$ cat config.mk
export PLATFORM = sky130hd
export DESIGN_NAME = prio_enc_ctrl
export DESIGN_NICKNAME = d
export VERILOG_FILES = /design/src/rtl/prio_enc_ctrl_pkg.sv /design/src/rtl/prio_enc.sv /design/src/rtl/prio_enc_ctrl.sv
export SDC_FILE = /design/constraint.sdc
export NUM_CORES = 1
export LEC_CHECK = 0
export ABC_AREA = 1
export CORE_UTILIZATION = 36
export CTS_CLUSTER_SIZE = 16
export DETAILED_ROUTE_END_ITERATION = 12
export PLACE_DENSITY = 0.77
export SLEW_MARGIN = 0
export SYNTH_ARGS = -nofsm -noshare
export SYNTH_HDL_FRONTEND = slang
export SYNTH_HIERARCHICAL = 1
export SYNTH_SLANG_ARGS = --single-unit
$ cat constraint.sdc
create_clock -name i_clk -period 1.18 [get_ports i_clk]
set_clock_uncertainty 0.2 [all_clocks]
set_input_delay 0.236 -clock i_clk [delete_from_list [all_inputs] [get_ports i_clk]]
set_output_delay 0.236 -clock i_clk [all_outputs]
set_load 0.05 [all_outputs]
$ cat src/rtl/prio_enc_ctrl_pkg.sv
// Shared definitions for the registered priority encoder.
//   prio_enc_state_t : presentation FSM state (idle / presenting an index)
//   PE_DEFAULT_SEL_BITS : default index width for the encoder pair
package prio_enc_ctrl_pkg;

  localparam int PE_DEFAULT_SEL_BITS = 2;

  typedef enum logic {
    PE_IDLE    = 1'b0,
    PE_PRESENT = 1'b1
  } prio_enc_state_t;

endpackage

$ cat src/rtl/prio_enc.sv
// Combinational priority encoder: the inverse of the one-hot decoder `dec`.
// The lowest set index wins.
// Ports:
//   i_vec [N]           input vector, N = 2**N_SEL_BITS
//   o_idx [N_SEL_BITS]  binary index of the lowest set bit (0 when i_vec == 0)
//   o_any               at least one bit of i_vec is set
module prio_enc
  import prio_enc_ctrl_pkg::*;
#(
  parameter int N_SEL_BITS = PE_DEFAULT_SEL_BITS
) (
  input  logic [(1<<N_SEL_BITS)-1:0] i_vec,
  output logic [N_SEL_BITS-1:0]      o_idx,
  output logic                       o_any
);

  localparam int N = 1 << N_SEL_BITS;

  // Scan from the top down so the last hit (the lowest index) is kept.
  always_comb begin
    o_idx = '0;
    o_any = 1'b0;
    for (int i = N - 1; i >= 0; i--) begin
      if (i_vec[i]) begin
        o_idx = N_SEL_BITS'(i);
        o_any = 1'b1;
      end
    end
  end

endmodule

$ cat src/rtl/prio_enc_ctrl.sv
// Registered priority encoder with pending latches and a valid/ack handshake.
// Rising edges on the request lines set pending bits; the lowest-index
// unmasked pending bit is presented as a binary index.
//
// Handshake: o_valid/o_sel form a valid/ready pair with i_ack as ready. Once
// o_valid is high, o_sel is frozen until a cycle with i_ack=1; that edge
// retires the index (clears its pending bit) and drops o_valid. i_ack is
// ignored while o_valid is low. At least one idle cycle separates two
// presentations.
//
// Ports:
//   i_clk      system clock, rising edge
//   i_rst_n    asynchronous active-low reset
//   i_req[N]   request lines (0->1 transition is an event)
//   i_mask[N]  1 = line may be presented; masked lines still latch pending
//   i_ack      consumer accepts the presented index
//   i_clr      synchronous clear of pending bits and of any presentation
//   o_valid    o_sel holds a presented request
//   o_sel      binary index of the presented request
//   o_pending  registered pending vector
module prio_enc_ctrl
  import prio_enc_ctrl_pkg::*;
#(
  parameter int N_SEL_BITS = PE_DEFAULT_SEL_BITS
) (
  input  logic                       i_clk,
  input  logic                       i_rst_n,
  input  logic [(1<<N_SEL_BITS)-1:0] i_req,
  input  logic [(1<<N_SEL_BITS)-1:0] i_mask,
  input  logic                       i_ack,
  input  logic                       i_clr,
  output logic                       o_valid,
  output logic [N_SEL_BITS-1:0]      o_sel,
  output logic [(1<<N_SEL_BITS)-1:0] o_pending
);

  localparam int N = 1 << N_SEL_BITS;

  prio_enc_state_t       state, state_n;
  logic [N_SEL_BITS-1:0] sel_q, sel_n;
  logic [N-1:0]          pend_q, pend_n;
  logic [N-1:0]          req_q;
  logic [N-1:0]          events;
  logic [N-1:0]          ack_clr;
  logic [N_SEL_BITS-1:0] cand_idx;
  logic                  cand_any;

  assign events = i_req & ~req_q;

  prio_enc #(
    .N_SEL_BITS(N_SEL_BITS)
  ) u_prio_enc (
    .i_vec(pend_q & i_mask),
    .o_idx(cand_idx),
    .o_any(cand_any)
  );

  always_ff @(posedge i_clk or negedge i_rst_n) begin
    if (!i_rst_n) begin
      state  <= PE_IDLE;
      sel_q  <= '0;
      pend_q <= '0;
      req_q  <= '0;
    end else begin
      state  <= state_n;
      sel_q  <= sel_n;
      pend_q <= pend_n;
      req_q  <= i_req;
    end
  end

  always_comb begin
    state_n = state;
    sel_n   = sel_q;
    ack_clr = '0;
    pend_n  = pend_q;

    unique case (state)
      PE_IDLE: begin
        // Selection looks at the registered pending vector, so a new event
        // is presented one edge after it is latched.
        if (cand_any) begin
          sel_n   = cand_idx;
          state_n = PE_PRESENT;
        end
      end
      PE_PRESENT: begin
        if (i_ack) begin
          ack_clr[sel_q] = 1'b1;
          state_n        = PE_IDLE;
        end
      end
      default: state_n = PE_IDLE;
    endcase

    // Clearing the acked bit happens before OR-ing events in, so a new
    // edge on the same line in the same cycle keeps it pending.
    pend_n = (pend_q & ~ack_clr) | events;

    // Clear overrides acks, selection and same-cycle events.
    if (i_clr) begin
      pend_n  = '0;
      state_n = PE_IDLE;
    end
  end

  assign o_valid   = (state == PE_PRESENT);
  assign o_sel     = sel_q;
  assign o_pending = pend_q;

endmodule

==> qor.yml <==
power_uw: 1330
peakVddDrop_uv: 766
tightestPinTransition_ps: 236
ant_nets: 0
wl_met2_um: 737
htree_levels: 1
finalNonFillerCells: 111
seq_area_frac_synth_pct: 56.4
synthMuxAreaShare_pct: 0
synth-adder-area-share_pct: 0
vias: 492
cap_violations: 0
finalSetupViolations: 11
pwr-share-seq_pct: 35.4
routedWlPerCell_um: 11.7
cts_sinks: 11
final-max-slew-violation-count: 0
fillers: 75
min_path_type: "in2async"
wl_met1_um: 512
die_h_um: 38.8
synth_compound_area_share_pct: 8.97
internal_power_uw: 859
clockBufferDepth: 2
p_sw_share_pct: 35.5
fin_crit_sh_pct: 116
routed.top_layer: "met4"
drc: 0
finalWorstSetupSlack_ps: -192
grt_overflow: 0
critPathCaptureType: "primary output"
syn_nets: 74
dr_wl_met3_um: 34
final_common_cell: "clkdlybuf4s50_1"
routed_wirelength_um: 1300
postPlaceCellArea_um2: 808
critPathRequiredTime_ps: 740
antenna_found_initial: 0
critPathLaunchType: "register"
io_pins: 19
crit_arrival_ps: 940
coreArea_mm2: 0.00119
rsz0062_at_grt: "yes"
combPwrFrac_pct: 45.9
root_buffer: "clkbuf_4"
diodes: 0
violations: "negative setup slack"
grt_max_degree: 12
path_class: "reg2out"
status: "finished with violations"
place_inst: 100
grt_pass1_vias: 488
hold_viol: 0
cp_max_fo: 2
die_x_um: 38.8
synth_cells: 62
die-area_mm2: 0.00151
max-slew-margin-rel_pct: 84.2
initial_core_util_pct: 41.1
vias_per_cell: 4.43
ctsHoldBuffers: 0
p_leak_uw: 0.000475
synth-simple-area-share_pct: 23.8
drt_iter0_markers: 8
p_per_area_mw_per_mm2: 1380
yosysUniqueCellTypes: 10
clkLatencyLatePin_ps: 260
hold_slack_ps: 55.9
synth-seq-cells: 11
nets: 110
rows: 12
register_area_um2: 284
finish.instance_area_um2: 963
p_clk_share_pct: 18.7
grt_usage_pct: 20.0
pre_cts_slack_ps: -340
synth_top_family_by_area: "simple AND/OR/NAND/NOR gates"
max_freq_ghz: 0.729
io_buffers: 18
dp_hpwl_um: 856
cts_tree: "built"
synth_xor_area_share_pct: 0
finalCriticalPeriod_ps: 1370
p_switching_uw: 472
drive_above_1_share_pct: 51.5
netlist_area_um2: 488
mostFrequentLayoutCells: "11 x clkdlybuf4s50_1, 10 x inv_1, 10 x nand2_1"
first_pass_iters: 2
avgSynthCellArea_um2: 7.87
grt_pass1_wl_um: 1930
clk_pin_slew_ps: 80
multi_input_area_um2: 198
cts_made_buffers: 3
routabilityCongestion: 0.735
syn2layout_area_growth_pct: 97.4
yosysWarnings: 6
## final timing paths
check	slack, ps	depth (start not counted)	start	to
max	-190	2	o_pending[2]$_DFF_PN0_	o_pending[2]
min	60	2	i_rst_n	req_q[0]$_DFF_PN0_
max reg2reg	-180	8	o_pending[0]$_DFF_PN0_	o_sel[1]$_DFFE_PN0P_
min reg2reg	290	3	req_q[3]$_DFF_PN0_	o_pending[3]$_DFF_PN0_
max in group asynchronous	560	2	i_rst_n	o_pending[0]$_DFF_PN0_
min in group i_clk	230	1	i_req[3]	req_q[3]$_DFF_PN0_
## area by class of cell
class | count | share of cell area, %
repair buffers | 31 | 39.6
well taps | 14 | 1.82
multi-input cells | 37 | 20.5
clock buffers | 3 | 2.34
flip-flops and latches | 11 | 29.5
clock inverters | 1 | 0.519
inverters | 14 | 5.71
## layer usage
| metal | vias up | global-route usage (%) |
|---|---|---|
| li1 | 256 | - |
| met1 | 224 | 23.0 |
| met2 | 10 | 35.0 |
| met3 | 2 | 1.73 |
| met4 | 0 | 12.9 |
| met5 | - | 0 |
## cells in the mapped netlist
library cell	instances	area, um2
nor2_1	8	30.0
nand2_1	17	63.8
nor3_1	2	10.0
a21oi_2	1	8.76
nand2_2	2	12.5
inv_1	13	48.8
a21oi_1	6	30.0
o21ai_0	1	5.00
inv_2	1	3.75
dfrtp_1	11	275
## critical path: stages, from the launching register on
cell and delay (ps):
dfrtp_2 420, buf_6 120, buf_12 130
## cells by family (layout without fill, tap and decap cells)
| kind of cell | Yosys count | in the layout |
|---|---|---|
| DFF | 11 | 11 |
| buffers and inverters | 14 | 49 |
| AOI/OAI and AO/OA | 8 | 8 |
| and+or+nand+nor | 29 | 29 |
## sequential cells by signal (all words and copies together) (netlist names)
name and cells:
req_q 4, o_valid 1, o_sel 2, o_pending 4
## power groups by stage
stage	logic [uW]	clock network, uW	registers, uW
2_1_floorplan	94.3	0	598
3_3_place_gp	464	0	488
3_5_place_dp	468	0	490
4_1_cts	557	261	464
5_1_grt	647	274	476
6_report	611	249	472
## through the flow
| step | setup TNS [ps] | util [%] |
|---|---|---|
| CTS | -1490 | 77.3 |
| finish | -1540 | 81.2 |
| global placement | -1520 | 68.1 |
| floorplan | -742 | - |
| detailed placement | -1610 | 68.1 |
| global route | -2020 | 81.2 |
## what timing repair did
item / in CTS / in global routing
setup buffers: 7 / 0
setup endpoints to repair: 10 / 14
pin swaps: 2 / 6
gates resized for setup: 10 / 17
endpoints found under the hold margin: 0 / 0
gates cloned: 0 / 0
Note: power is estimated with default switching activity, not from simulation.
